[src/rtl/ram8_arbiter_pkg.sv]
// ==========================================================================
// hack_mem_pkg : shared word type and arbiter state encoding. Rev 1.0
// ==========================================================================
`default_nettype none

package hack_mem_pkg;
    localparam int WORD_W = 16;
    typedef logic [WORD_W-1:0] word_t;
    typedef enum logic [0:0] {ARB_INIT = 1'b0, ARB_RUN = 1'b1} arb_state_t;
endpackage

`default_nettype wire

[src/rtl/ram8_arbiter_if.sv]
// ==========================================================================
// ram8_arbiter_if : two-requester memory bus with shared read data. Rev 1.0
// ==========================================================================
`default_nettype none

interface ram8_arbiter_if #(
    parameter int ADDR_W = 3
);
    import hack_mem_pkg::*;

    logic              req0;
    logic              we0;
    logic [ADDR_W-1:0] addr0;
    word_t             wdata0;
    logic              gnt0;
    logic              rvalid0;
    logic              req1;
    logic              we1;
    logic [ADDR_W-1:0] addr1;
    word_t             wdata1;
    logic              gnt1;
    logic              rvalid1;
    word_t             rdata;
    logic              init_done;

    modport master (
        output req0, we0, addr0, wdata0, req1, we1, addr1, wdata1,
        input  gnt0, rvalid0, gnt1, rvalid1, rdata, init_done
    );

    modport slave (
        input  req0, we0, addr0, wdata0, req1, we1, addr1, wdata1,
        output gnt0, rvalid0, gnt1, rvalid1, rdata, init_done
    );
endinterface

`default_nettype wire

[src/rtl/ram8_arbiter_arb_rr2.sv]
// ==========================================================================
// arb_rr2 : two-way arbiter, round-robin or fixed priority when
// RAM8_ARB_FIXED_PRIORITY_EN is defined. Rev 1.0
// ==========================================================================
`default_nettype none

module arb_rr2 (
    input  wire  clk,
    input  wire  rst_n,
    input  wire  i_en,
    input  wire  i_req0,
    input  wire  i_req1,
    output logic o_gnt0,
    output logic o_gnt1
);
`ifdef RAM8_ARB_FIXED_PRIORITY_EN
    assign o_gnt0 = i_en & i_req0;
    assign o_gnt1 = i_en & i_req1 & ~i_req0;
`else
    // r_ptr names the port that wins the next contention.
    logic r_ptr;

    assign o_gnt0 = i_en & i_req0 & (~i_req1 | ~r_ptr);
    assign o_gnt1 = i_en & i_req1 & (~i_req0 | r_ptr);

    always_ff @(posedge clk or negedge rst_n) begin
        if (!rst_n)      r_ptr <= 1'b0;
        else if (o_gnt0) r_ptr <= 1'b1;
        else if (o_gnt1) r_ptr <= 1'b0;
    end
`endif
endmodule

`default_nettype wire

[src/rtl/register16.sv]
// ==========================================================================
// register16 : 16-bit load-enabled storage word, no reset. Rev 1.0
// ==========================================================================
`default_nettype none

module register16
    import hack_mem_pkg::*;
(
    input  wire   i_clk,
    input  wire   i_load,
    input  word_t i_in,
    output word_t o_out
);
    word_t r_q;

    always_ff @(posedge i_clk) begin
        if (i_load) r_q <= i_in;
    end

    assign o_out = r_q;
endmodule

`default_nettype wire

[src/rtl/ram8_arbiter.sv]
// ==========================================================================
// ram8_arbiter : register16 bank shared by two ports, init sweep after reset.
// Option RAM8_ARB_FIXED_PRIORITY_EN selects fixed priority. Rev 1.0
// ==========================================================================
`default_nettype none

module ram8_arbiter
    import hack_mem_pkg::*;
#(
    parameter int    DEPTH      = 8,
    parameter word_t INIT_VALUE = 16'h0000,
    parameter int    ADDR_W     = $clog2(DEPTH)
) (
    input wire            clock,
    input wire            reset_n,
    ram8_arbiter_if.slave bus
);
    localparam logic [0:0] S_INIT = ARB_INIT;
    localparam logic [0:0] S_RUN  = ARB_RUN;

    logic [0:0]        r_state;
    logic [ADDR_W-1:0] r_cnt;
    word_t             r_rdata;
    logic              r_rvalid0;
    logic              r_rvalid1;

    logic              w_run;
    logic              w_gnt0;
    logic              w_gnt1;
    logic              w_wr;
    logic              w_rd;
    logic [ADDR_W-1:0] w_addr;
    word_t             w_wdata;
    word_t             w_din;
    logic [DEPTH-1:0]  w_load;
    word_t             w_word [DEPTH];

    assign w_run = (r_state == S_RUN);

    arb_rr2 u_arb (
        .clk    (clock),
        .rst_n  (reset_n),
        .i_en   (w_run),
        .i_req0 (bus.req0),
        .i_req1 (bus.req1),
        .o_gnt0 (w_gnt0),
        .o_gnt1 (w_gnt1)
    );

    assign w_addr  = w_gnt1 ? bus.addr1  : bus.addr0;
    assign w_wdata = w_gnt1 ? bus.wdata1 : bus.wdata0;
    assign w_wr    = (w_gnt0 & bus.we0)  | (w_gnt1 & bus.we1);
    assign w_rd    = (w_gnt0 & ~bus.we0) | (w_gnt1 & ~bus.we1);
    assign w_din   = w_run ? w_wdata : INIT_VALUE;

    // During the sweep the counter owns the load enables; afterwards the granted write does.
    generate
        for (genvar gi = 0; gi < DEPTH; gi++) begin : g_word
            assign w_load[gi] = w_run ? (w_wr && (w_addr == ADDR_W'(gi)))
                                      : (r_cnt == ADDR_W'(gi));
            register16 u_reg (
                .i_clk  (clock),
                .i_load (w_load[gi]),
                .i_in   (w_din),
                .o_out  (w_word[gi])
            );
        end
    endgenerate

    always_ff @(posedge clock or negedge reset_n) begin
        if (!reset_n) begin
            r_state <= S_INIT;
            r_cnt   <= '0;
        end else if (r_state == S_INIT) begin
            r_cnt <= r_cnt + 1'b1;
            if (r_cnt == ADDR_W'(DEPTH - 1)) r_state <= S_RUN;
        end
    end

    always_ff @(posedge clock or negedge reset_n) begin
        if (!reset_n) begin
            r_rvalid0 <= 1'b0;
            r_rvalid1 <= 1'b0;
            r_rdata   <= '0;
        end else begin
            r_rvalid0 <= w_gnt0 & ~bus.we0;
            r_rvalid1 <= w_gnt1 & ~bus.we1;
            if (w_rd) r_rdata <= w_word[w_addr];
        end
    end

    assign bus.gnt0      = w_gnt0;
    assign bus.gnt1      = w_gnt1;
    assign bus.rvalid0   = r_rvalid0;
    assign bus.rvalid1   = r_rvalid1;
    assign bus.rdata     = r_rdata;
    assign bus.init_done = w_run;
endmodule

`default_nettype wire
[src/flat_wrapper.sv]
// flat-port wrapper written by rule: the top's interface ports become plain ports
module ram8_arbiter_flat import hack_mem_pkg::*;
#(
    parameter int    DEPTH      = 8,
    parameter word_t INIT_VALUE = 16'h0000,
    parameter int    ADDR_W     = $clog2(DEPTH)
)
  (clock, reset_n, bus_req0, bus_we0, bus_addr0, bus_wdata0, bus_req1, bus_we1, bus_addr1, bus_wdata1, bus_gnt0, bus_rvalid0, bus_gnt1, bus_rvalid1, bus_rdata, bus_init_done);
  ram8_arbiter_if #(.ADDR_W(ADDR_W)) bus_i ();
  input wire clock;
  input wire reset_n;
  input wire logic [$bits(bus_i.req0)-1:0] bus_req0;
  input wire logic [$bits(bus_i.we0)-1:0] bus_we0;
  input wire logic [$bits(bus_i.addr0)-1:0] bus_addr0;
  input wire logic [$bits(bus_i.wdata0)-1:0] bus_wdata0;
  input wire logic [$bits(bus_i.req1)-1:0] bus_req1;
  input wire logic [$bits(bus_i.we1)-1:0] bus_we1;
  input wire logic [$bits(bus_i.addr1)-1:0] bus_addr1;
  input wire logic [$bits(bus_i.wdata1)-1:0] bus_wdata1;
  output wire logic [$bits(bus_i.gnt0)-1:0] bus_gnt0;
  output wire logic [$bits(bus_i.rvalid0)-1:0] bus_rvalid0;
  output wire logic [$bits(bus_i.gnt1)-1:0] bus_gnt1;
  output wire logic [$bits(bus_i.rvalid1)-1:0] bus_rvalid1;
  output wire logic [$bits(bus_i.rdata)-1:0] bus_rdata;
  output wire logic [$bits(bus_i.init_done)-1:0] bus_init_done;
  assign bus_i.req0 = bus_req0;
  assign bus_i.we0 = bus_we0;
  assign bus_i.addr0 = bus_addr0;
  assign bus_i.wdata0 = bus_wdata0;
  assign bus_i.req1 = bus_req1;
  assign bus_i.we1 = bus_we1;
  assign bus_i.addr1 = bus_addr1;
  assign bus_i.wdata1 = bus_wdata1;
  assign bus_gnt0 = bus_i.gnt0;
  assign bus_rvalid0 = bus_i.rvalid0;
  assign bus_gnt1 = bus_i.gnt1;
  assign bus_rvalid1 = bus_i.rvalid1;
  assign bus_rdata = bus_i.rdata;
  assign bus_init_done = bus_i.init_done;
  ram8_arbiter #(.DEPTH(DEPTH), .INIT_VALUE(INIT_VALUE), .ADDR_W(ADDR_W)) u_core (.clock(clock), .reset_n(reset_n), .bus(bus_i));
endmodule
[config.mk]
export PLATFORM = sky130hd
export DESIGN_NAME = ram8_arbiter_flat
export DESIGN_NICKNAME = d
export VERILOG_FILES = /design/src/rtl/ram8_arbiter_pkg.sv /design/src/rtl/ram8_arbiter_if.sv /design/src/rtl/ram8_arbiter_arb_rr2.sv /design/src/rtl/register16.sv /design/src/rtl/ram8_arbiter.sv /design/src/flat_wrapper.sv
export SDC_FILE = /design/constraint.sdc
export NUM_CORES = 1
export LEC_CHECK = 0
export CAP_MARGIN = 20
export CORE_ASPECT_RATIO = 1.2
export CORE_UTILIZATION = 50
export DETAILED_ROUTE_END_ITERATION = 7
export GPL_TIMING_DRIVEN = 1
export HOLD_SLACK_MARGIN = 0.12
export PLACE_DENSITY = 0.73
export SLEW_MARGIN = 20
export SYNTH_ARGS = -nofsm -noshare
export SYNTH_HDL_FRONTEND = slang
export SYNTH_SLANG_ARGS = --single-unit
[constraint.sdc]
create_clock -name clock -period 2.95 [get_ports clock]
set_input_delay 0.59 -clock clock [delete_from_list [all_inputs] [get_ports clock]]
set_output_delay 0.59 -clock clock [all_outputs]
set_load 0.02 [all_outputs]
==> metrics <==
Row Count=48; CP Launch Type=flop; Req. time, crit path=2360 ps; LEAKAGE=3.48 nW; yosys synthesis warning count=0; synthesized cell area=7520 µm²; worst-case clock buffer depth=2; CP max stage cell=dfrtp_1; crit-path cells=and2_4, nand2_2, clkinv_1, clkdlybuf4s50_1; total grt overflow=0; aggregate global-route resource usage=28.6%; vias=5967; TritonCTS clock tree=built; multi-input logic area=2840 µm²; Slew @ Worst Pin=847 ps; post-detailed-route count of antenna-violating nets=0; Area Growth Syn to Fin=22.9%; DRC=0; Starting Density=51.7%; cell taking the most area after synthesis=edfxtp_1; placed cells=899; syn_area_per_cell=11.8 µm²; fillers=1142; Async SR Flop Fraction=15.2%; post-synth cell types=56; hpwl dp=14500 µm; clock root cell=clkbuf_16; critical path type=reg2out; skew final=5.80 ps; FF-to-FF path depth=6; GPL Wtd Cong=0.909; Synth top cells by count=edfxtp_1, nand2_1, nand2b_1; die area=15500 µm²; Hold Buf Count CTS=0; Worst R2R End=u_core.bus.rdata[8]$_DFFE_PN0P_; number of synthesized flops with an enable pin=128; DIE WIDTH=114 µm; Hold Path Class=reg2reg; starting DRC count in detailed routing=706; ANT cells=0; Final setup viols=0; Post-CTS Repair Setup Buffers=0; Worst Setup End Kind=output pin; non-filler cells in the finished layout=931; layout net count=768; CP arrival=2260 ps; Hold Path Stages=2; crit path from=u_core.bus.init_done$_DFF_PN0_; DR vias/cell=6.41; delay of the slowest critical-path stage=650 ps; reg2reg setup slack=230 ps; clock slew at reported path FFs=60 ps; number of synthesized register bits=151; final hold vios=0; largest net degree at the start of global routing=46; total wire length=21400 µm; status=completed; Final Util=63.6%; Buffers on Ports=64; synth top area cells=edfxtp_1, dfrtp_1, nand2_1; DRT Pass-1 Iters=6; final worst path period need=2850 ps; r2r startpoint=u_core.bus.init_done$_DFF_PN0_; Synth Flop Type=edfxtp_1; share of layout cells above drive strength 1=14.0%; PwrDens=619 nW/µm²; total CTS buffers=17; Worst Setup EP=bus_gnt1; top-level I/O count=65; Slew Limit Fails=0; most numerous cell in the Yosys netlist=edfxtp_1; first-pass GRT wire length=32200 µm; Core Box Area=14500 µm²; post-synthesis sequential area ratio=58.8%; share of the synthesized area in the top cell type=51.1%; VDD IR max=360 µV; Final Cycle Share=96.5%; Mapped Cells=639; WL/cell=23.0 µm; initial antenna violation count=0; Max Cap Viol=0; vias in the first global route=5843; H-tree depth reported by CTS=4; Die H=136 µm; Net Count, Synth=689; CP Max Fanout=11; Reg area=4420 µm²; RSZ-0062 raised after global routing=no; Resize count post-CTS=0; Max Fclk=0.351 GHz; relative slew slack=43.2%; clk sinks=151; Clock Latency Late Sink=410 ps
## flip-flops by register name (all words and copies together) (netlist names)
name,cells
u_core.bus.rvalid0,1
u_core.bus.rvalid1,1
u_core.g_word.u_reg.o_out,128
u_core.u_arb.r_ptr,1
u_core.r_cnt,3
u_core.bus.init_done,1
u_core.bus.rdata,16
## layer usage
| metal | vias up | wire length, µm | GRT usage [%] |
|---|---|---|---|
| met3 | 61 | 2200 | 7.49 |
| li1 | 2607 | - | - |
| met4 | 0 | 677 | 12.4 |
| met2 | 418 | 10400 | 46.6 |
| met1 | 2881 | 8130 | 36.0 |
| met5 | - | 0 | 0 |
## cells in the final DEF (no fill, tap or decap), types with 3 or more instances in the layout
master	n
nand2b_1	60
a2111o_1	3
nand2_1	104
buf_12	7
o211a_1	19
clkbuf_1	4
buf_4	41
a2111oi_0	13
clkdlybuf4s50_1	62
nor2_1	4
clkbuf_8	3
o2111ai_1	3
o32ai_2	4
clkbuf_16	20
o211ai_1	4
dfrtp_1	23
o21ai_0	7
a311o_1	11
and3_1	14
a211oi_1	30
a21oi_1	13
o32ai_1	11
a22oi_1	19
o31ai_1	11
a221oi_1	4
a21boi_0	14
edfxtp_1	128
or3_1	3
ha_1	6
inv_1	9
o21a_1	16
nand3_1	19
## stage by stage
stage | setup TNS, ps | setup slack, ps | instance area [µm²] | hold slack [ps] | power (W)
after global placement | -157 | -157 | 8630 | 476 | 0.00353
after detailed placement | -381 | -99.2 | 8630 | 467 | 0.00356
after CTS | 0 | 99.0 | 9240 | 480 | 0.00572
after global routing | 0 | 9.95 | 9240 | 496 | 0.00588
after floorplan | -13610 | -288 | 7530 | 294 | 0.00310
final | 0 | 104 | 9240 | 477 | 0.00572
## how the worst min path moves through the flow
stage,start,to,slack [ps]
after floorplan,reset_n,u_core.bus.init_done$_DFF_PN0_,290
after CTS,u_core.bus.rdata[13]$_DFFE_PN0P_,u_core.bus.rdata[13]$_DFFE_PN0P_,480
after global placement,u_core.bus.rdata[7]$_DFFE_PN0P_,u_core.bus.rdata[7]$_DFFE_PN0P_,480
final,u_core.bus.rdata[13]$_DFFE_PN0P_,u_core.bus.rdata[13]$_DFFE_PN0P_,480
after detailed placement,u_core.bus.rdata[13]$_DFFE_PN0P_,u_core.bus.rdata[13]$_DFFE_PN0P_,470
after global routing,u_core.bus.rdata[13]$_DFFE_PN0P_,u_core.bus.rdata[13]$_DFFE_PN0P_,500
## worst max-delay path, delay by kind of cell (launching register included)
kind	cells	cell delay (ps)
AND/OR/NAND/NOR	2	450
flip-flops	1	650
buffers and inverters	2	740
## where the power goes
group | switching, W | internal [W] | leakage (nW)
Sequential | 0.0000601 | 0.00247 | 1.44
Clock | 0.000810 | 0.00138 | 0.300
Combinational | 0.000588 | 0.000408 | 1.73
## cells by family (layout without fill, tap and decap cells)
family | Yosys count | after routing | share of synthesized area, %
AOI/OAI and AO/OA | 195 | 195 | 20.9
DFF | 151 | 151 | 58.8
muxes | 3 | 3 | 0.482
xor gates and xnor gates | 1 | 1 | 0.116
and+or+nand+nor | 220 | 220 | 14.7
buffers and inverters | 63 | 155 | 4.04
adders and majority gates | 6 | 6 | 0.998
## final cells by class
| class | count | share of cell area [%] |
|---|---|---|
| inverter | 11 | 0.447 |
| clock buffer | 27 | 6.02 |
| sequential | 151 | 47.8 |
| multi-input combinational | 425 | 30.7 |
| timing repair buffer | 112 | 11.7 |
| tap | 200 | 2.71 |
| clock inverter | 5 | 0.596 |
Power figures use the tool's default switching activity.
